<file path="src/rtl/id_stage_pipe.sv">
// Decode stage: register file, load-use and write-read hazard detection, and ID/EX pipeline register.
// Optional feature: define ID_STAGE_BYPASS_EN to forward same-cycle writeback data to the reads.
module id_stage_pipe #(
    parameter int unsigned XLEN      = 32,
    parameter int unsigned NREG      = 32,
    parameter int unsigned CTRL_W    = 24,
    parameter int unsigned MEMRD_BIT = 0,
    localparam int unsigned AW       = $clog2(NREG)
) (
    input  logic              clk,
    input  logic              rst,
    input  logic              in_valid,
    output logic              in_ready,
    input  logic [AW-1:0]     rs_in,
    input  logic [AW-1:0]     rt_in,
    input  logic [AW-1:0]     rd_in,
    input  logic [15:0]       imm16_in,
    input  logic [XLEN-1:0]   pc_in,
    input  logic [CTRL_W-1:0] ctrl_in,
    input  logic              wb_we,
    input  logic              wb_jal,
    input  logic              wb_ovf,
    input  logic [AW-1:0]     wb_addr,
    input  logic [XLEN-1:0]   wb_data,
    input  logic              flush,
    output logic              out_valid,
    input  logic              out_ready,
    output logic [XLEN-1:0]   busA,
    output logic [XLEN-1:0]   busB,
    output logic [XLEN-1:0]   pc_out,
    output logic [15:0]       imm16_out,
    output logic [AW-1:0]     rs_out,
    output logic [AW-1:0]     rt_out,
    output logic [AW-1:0]     rd_out,
    output logic [CTRL_W-1:0] ctrl_out,
    output logic              stall
);

    logic [XLEN-1:0] rf [NREG];
    logic [AW-1:0]   wr_tgt;
    logic            wr_live;
    logic [XLEN-1:0] rd_a;
    logic [XLEN-1:0] rd_b;
    logic            load_use;
    logic            advance;

    // Link writes always land in the last register; register 0 is never written.
    assign wr_tgt  = wb_jal ? AW'(NREG - 1) : wb_addr;
    assign wr_live = wb_we & ~wb_ovf & (wr_tgt != '0) & (32'(wr_tgt) < NREG);

    always_ff @(posedge clk or posedge rst) begin
        if (rst) begin
            for (int i = 0; i < int'(NREG); i++) begin
                rf[i] <= '0;
            end
        end else if (wr_live) begin
            rf[wr_tgt] <= wb_data;
        end
    end

    always_comb begin
        rd_a = '0;
        rd_b = '0;
        if (32'(rs_in) < NREG) rd_a = rf[rs_in];
        if (32'(rt_in) < NREG) rd_b = rf[rt_in];
`ifdef ID_STAGE_BYPASS_EN
        if (wr_live && (wr_tgt == rs_in)) rd_a = wb_data;
        if (wr_live && (wr_tgt == rt_in)) rd_b = wb_data;
`endif
    end

    assign load_use = out_valid & ctrl_out[MEMRD_BIT] & (rt_out != '0) & in_valid
                    & ((rt_out == rs_in) | (rt_out == rt_in));

`ifdef ID_STAGE_BYPASS_EN
    assign stall = load_use;
`else
    // Without forwarding, a read racing a write waits one cycle for the stored value.
    assign stall = load_use | (wr_live & in_valid & ((wr_tgt == rs_in) | (wr_tgt == rt_in)));
`endif

    assign advance  = ~out_valid | out_ready;
    assign in_ready = flush | (advance & ~stall);

    // ID/EX register: flush beats stall, stall inserts a bubble, backpressure holds.
    always_ff @(posedge clk or posedge rst) begin
        if (rst) begin
            out_valid <= 1'b0;
            busA      <= '0;
            busB      <= '0;
            pc_out    <= '0;
            imm16_out <= '0;
            rs_out    <= '0;
            rt_out    <= '0;
            rd_out    <= '0;
            ctrl_out  <= '0;
        end else if (flush) begin
            out_valid <= 1'b0;
            ctrl_out  <= '0;
        end else if (advance) begin
            if (stall) begin
                out_valid <= 1'b0;
                ctrl_out  <= '0;
            end else begin
                out_valid <= in_valid;
                ctrl_out  <= in_valid ? ctrl_in : '0;
                busA      <= rd_a;
                busB      <= rd_b;
                pc_out    <= pc_in;
                imm16_out <= imm16_in;
                rs_out    <= rs_in;
                rt_out    <= rt_in;
                rd_out    <= rd_in;
            end
        end
    end

endmodule

</file>
<file path="config.mk">
export PLATFORM = sky130hd
export DESIGN_NAME = id_stage_pipe
export DESIGN_NICKNAME = d
export VERILOG_FILES = /design/src/rtl/id_stage_pipe.sv
export SDC_FILE = /design/constraint.sdc
export NUM_CORES = 2
export LEC_CHECK = 0
export CELL_PAD_IN_SITES_DETAIL_PLACEMENT = 0
export CELL_PAD_IN_SITES_GLOBAL_PLACEMENT = 1
export CORE_ASPECT_RATIO = 0.9
export CORE_UTILIZATION = 49
export CTS_CLUSTER_SIZE = 28
export DETAILED_ROUTE_END_ITERATION = 8
export DONT_BUFFER_PORTS = 1
export PLACE_DENSITY = 0.8
export SLEW_MARGIN = 15
export SYNTH_ARGS = -nofsm -noshare
export SYNTH_HDL_FRONTEND = slang
export SYNTH_SLANG_ARGS = --single-unit
</file>
<file path="constraint.sdc">
create_clock -name clk -period 43.2 [get_ports clk]
set_clock_uncertainty 0.15 [all_clocks]
set_input_delay 12.96 -clock clk [delete_from_list [all_inputs] [get_ports clk]]
set_output_delay 12.96 -clock clk [all_outputs]
set_load 0.01 [all_outputs]
</file>
**Word level (Yosys, flattened, before mapping)**

Cells that the tools add are included.

- Register bits: 1176
- Input port bits: 132
- Output and inout port bits: 154
- Word-level logic and storage cells: 92

- Magnitude comparators: 4
- Equality and inequality tests: 4
- Mux-type cells: 17
- Bitwise gates (word level): 21
- Reduce and logical (&&, ||, !) cells: 5

Operators by type and width:

| operator | count |
|---|---|
| bitwise mux 1024 bit | 1 |
| binary-select mux 32 bit (select 5 bit) | 2 |
| demux 32 bit (select 5 bit) | 1 |
| 2-to-1 mux 32 bit | 5 |
| 2-to-1 mux 24 bit | 4 |
| == test 5 bit | 4 |
| greater-or-equal comparator 6 bit (second input constant) | 3 |
| inverter 5 -> 6 bit | 3 |
| nonzero test 5 bit | 2 |
| bitwise AND 1 bit | 9 |
| less-than comparator 6 x 1 -> 1 bit (second input constant) | 1 |
| 2-to-1 mux 5 bit | 1 |
| bitwise OR 1 bit | 5 |
| inverter 1 bit | 4 |
| 2-to-1 mux 1 bit | 3 |
| AND reduction 3 bit | 1 |
| nonzero test 2 bit | 1 |
| logical AND 1 bit | 1 |

**Logic depth before layout (Yosys ltp)**

- Word-level depth: 9
- Depth in mapped cells: 10
- Depth with buffers taken out: 6

**Worst setup path after synthesis**

OpenSTA, ideal clock, no wires.

- Kind: input to output
- Start: input wb_addr[3]
- End: output in_ready
- Data arrival time: 14578 ps
- Required time: 30090 ps
- Path slack: 15512 ps
- Stages: 7
- Buffers on the path: 1
- Path through: buf_2 or4_1 o311ai_2 a2111oi_0 a32oi_1 nand2_1 a21oi_1

- Word-level cells in the longest chain between the ends: 9
- Elaborated cells on any way between the ends: 12
- Those cells by class: eq/ne: 2; mux: 1; bitwise: 8; reduce/logical: 1

Ends and longest elaborated chain:

| element | RTL line | source |
|---|---|---|
| start, declared | 23 | `input logic [AW-1:0] wb_addr,` |
| 2-to-1 mux 5 bit (*) | 48 | `assign wr_tgt = wb_jal ? AW'(NREG - 1) : wb_addr;` |
| nonzero test 5 bit | 49 | `assign wr_live = wb_we & ~wb_ovf & (wr_tgt != '0) & (32'(wr_tgt) < NREG);` |
| bitwise AND 1 bit | 49 |  |
| bitwise AND 1 bit | 79 | `assign stall = load_use \| (wr_live & in_valid & ((wr_tgt == rs_in) \| (wr_tgt == rt_in)));` |
| bitwise AND 1 bit (*) | 79 |  |
| bitwise OR 1 bit (*) | 79 |  |
| named net stall | 36 | `output logic stall` |
| inverter 1 bit (no source line) (*) | - |  |
| bitwise AND 1 bit (*) | 83 | `assign in_ready = flush \| (advance & ~stall);` |
| bitwise OR 1 bit (*) | 83 |  |
| end, declared | 13 | `output logic in_ready,` |

The timed path passes the listed nets; every way through them passes the cells marked *.

**Final worst setup path**

- Start: input wb_addr[0]
- End: output in_ready

The elaborated chain is that of the path after synthesis.

==> run_results.csv <==
group,metric,value,unit
worst_setup_path,critical_path.endpoint_type,"output port",
cts,tritoncts,"yes",
placement,buffer_ports.inserted,0,
cts,clk_latency,0.76,ns
drt,num_vias,36160,
drt,post-route-drc-count,0,
global_route,globalRoute.totalOverflow,0,
final_layout,finalCoreUtilization,54.12,%
sta,min_period_over_period,65.70,%
floorplanning,fp-row-count,120,
sta,maxClockFrequency,0.03523,GHz
min_path,hold_path.class,"reg -> reg",
worst_setup_path,crit_path_start_kind,"primary input",
synthesis,netlist.top_cell.by_area,"sky130_fd_sc_hd__dfrtp_1",
outcome,result_of_the_run,"completed",
sta,timing.final.ws_setup,14.82,ns
worst_setup_path,worst_path_largest_cell_delay,0.77,ns
synthesis,ys_seq_area_share,49.56,%
global_route,antenna_violations_before_repair,7,
final_layout,area.sequential,0.02943,mm^2
sta,worst_pin_slew,1.216,ns
worst_setup_path,worstReg2RegStart,"rt_out[0]",
min_path,hold_depth,0,
worst_setup_path,crit_buf_inv,0,
sta,rsz0062_at_grt,"false",
synthesis,synth.top_cells.by_area,"sky130_fd_sc_hd__dfrtp_1 50%, sky130_fd_sc_hd__mux2_2 20%, sky130_fd_sc_hd__mux4_2 19%",
global_route,first_pass_grt_wire_length,259.4,mm
worst_setup_path,timing.setup.critical_path_class,"in -> out",
floorplanning,die_w,368.9,um
synthesis,gate_count_after_technology_mapping,3846,
worst_setup_path,gate_family_responsible_for_the_most_delay_along_the_worst_path,"compound AO/OA/AOI/OAI gates",
final_layout,final.fill_count,9530,
floorplanning,die_height,332.2,um
power_and_ir_drop,power.static_leakage,28.92,nW
synthesis,yosysWarningCount,0,
worst_setup_path,worst_reg2reg_path_length_in_cells,8,
sta,finalCriticalPeriod,28.38,ns
final_layout,drive_above_1_share,52.89,%
global_route,pin_count_of_the_biggest_net_entering_global_routing,262,
worst_setup_path,timing.critical_path.cells,"or4_1, o311ai_2, a2111oi_0, a32oi_1, nand2_1, a21oi_1",
cts,cts.root.buffer_cell,"sky130_fd_sc_hd__clkbuf_16",
synthesis,synthesis.area,0.05938,mm^2
min_path,worst_hold_startpoint,"rf[1010]",
placement,placed_cell_area,0.06030,mm^2
run,timing.max_cap.violations,0,
floorplanning,initial_core_util,49.68,%
synthesis,synth-seq-cells,1176,
final_layout,area.growth.synth_to_final,8.934,%
cts,cts.clk_slew.worst_paths,0.06,ns
worst_setup_path,critPathLaunch,"wb_addr[0]",
placement,gpl.final_weighted_congestion,0.8008,
sta,max_slew_margin,18.27,%
synthesis,synth.most_common_cell,"sky130_fd_sc_hd__dfrtp_1",
final_layout,multiInputGateArea,0.02835,mm^2
cts,ctsHoldBuffers,0,
worst_setup_path,worstPathArrival,15.27,ns
synthesis,post_synth.cell_area_avg,15.44,um^2
power_and_ir_drop,vdd.ir_drop.worst,0.03990,mV
worst_setup_path,timing.critical_path.fanout_max,6,
cts,cts.path.max_buffers,3,
worst_setup_path,timing.reg2reg.setup_slack,38.63,ns
worst_setup_path,worst-path-stages,6,
cts,cts_inserted_buffers,130,
sta,slew_violations,0,
drt,average_wire_length_per_cell_after_detail_routing,33.09,um
synthesis,synthesis.nets,3978,
synthesis,synth-async-reset-ratio,100.0,%
sta,hold_viol,0,
drt,route.antenna.remaining_nets,0,
power_and_ir_drop,p_per_area,42.43,mW/mm^2
sta,final-setup-viol-count,0,
worst_setup_path,cp_slowest_cell,"sky130_fd_sc_hd__a32oi_1",
floorplanning,floorplan.die_area,0.1226,mm^2
worst_setup_path,worst_ep_required_time,30.09,ns
global_route,global_route.usage.total,28.83,%
synthesis,synth.top_cell.area_share,49.56,%
cts,post_cts.resized_instances,0,
final_layout,layout.cell_area.non_filler,0.06468,mm^2
drt,dr.first_iter.drc_count,3812,
placement,post-dp-hpwl,90.28,mm
final_layout,design.final.nets,3732,
synthesis,synth_edf_count,0,
placement,place_ws,14.82,ns
synthesis,synth_cell_types,37,
synthesis,synth_flop_cell,"sky130_fd_sc_hd__dfrtp_1",
drt,routed_wirelength,174.9,mm
floorplanning,io_pins,286,
drt,routed_via_density,6.841,
sta,totalNegativeSetupSlack,0,ns
drt,drt_pass1_iterations,5,
synthesis,synth.cells.most_frequent,"1176 x sky130_fd_sc_hd__dfrtp_1, 1054 x sky130_fd_sc_hd__mux2_2, 512 x sky130_fd_sc_hd__mux4_2",
cts,clock_tree.htree_level_count,4,
cts,post_cts.repair.setup_buffers,0,
cts,cts_sinks,1176,
sta,finalHoldWorstSlack,0.2428,ns
global_route,grt_pass1_vias,37140,
floorplanning,floorplan.core_area,0.1195,mm^2
[state kept, by name (all words and copies together), names as in the netlist]
signal,cells
rs_out,5
rf,1024
pc_out,32
imm16_out,16
out_valid,1
rt_out,5
ctrl_out,24
busB,32
busA,32
rd_out,5
[per-stage QoR]
step,power [mW],instances
after detailed placement,1.618,5054
after CTS,2.759,5284
after floorplan,1.571,3846
final,2.744,5285
after global placement,1.604,5054
after global routing,2.837,5285
[power by group]
group          leakage, nW  switching, mW  internal (mW)  total (mW)
Clock                 2.18          0.470          0.674        1.14
Sequential            15.7         0.0883           1.21        1.30
Combinational         11.0          0.116          0.189       0.304
Total                 28.9          0.673           2.07        2.74
[area by class of cell]
class / count / area share, %
well taps: 1586 / 3.068
clock buffers: 182 / 5.913
clock inverters: 48 / 0.8666
diodes: 1 / 0.003869
multi-input cells: 2219 / 43.83
flip-flops and latches: 1176 / 45.50
repair buffers: 65 / 0.7737
inverters: 8 / 0.05223
[logic make-up after synthesis]
| logic type | Yosys count | synth area share (%) |
|---|---|---|
| AO/OA/AOI/OAI | 430 | 5.051 |
| XOR/XNOR | 13 | 0.1918 |
| buffers and inverters | 451 | 3.066 |
| flip-flops | 1176 | 49.56 |
| multiplexers | 1631 | 41.05 |
| AND/OR/NAND/NOR | 145 | 1.079 |
[metal layers]
layer | wire (um) | vias to the layer above | global-route usage (%)
li1 | - | 14400 | -
met3 | 16150 | 367 | 7.233
met1 | 72740 | 19660 | 40.86
met5 | 34 | - | 0
met2 | 80680 | 1718 | 43.86
met4 | 5277 | 4 | 8.846
[cells in the final DEF, fill, tap and decap left out, drive strengths merged, types with 7 or more instances in the layout]
| master | Yosys | final |
|---|---|---|
| mux4 | 512 | 512 |
| nand2b | 7 | 7 |
| xnor2 | 13 | 13 |
| nand2 | 77 | 77 |
| o22ai | 133 | 133 |
| a22o | 129 | 129 |
| nor2b | 8 | 8 |
| inv | 8 | 13 |
| dfrtp | 1176 | 1176 |
| bufinv | 0 | 9 |
| mux2 | 1119 | 1119 |
| clkinv | 0 | 31 |
| nor3 | 8 | 8 |
| o31ai | 65 | 65 |
| o21ai | 91 | 91 |
| buf | 121 | 65 |
| clkbuf | 322 | 182 |
| nor2 | 26 | 26 |
[path summary, 6_finish.rpt]
path	to
max	in_ready
min	rf[1010]
max reg2reg	busB[18]
min reg2reg	rf[1010]
max in group asynchronous	rf[242]
min in group asynchronous	busB[26]
Power figures use the tool's default switching activity.
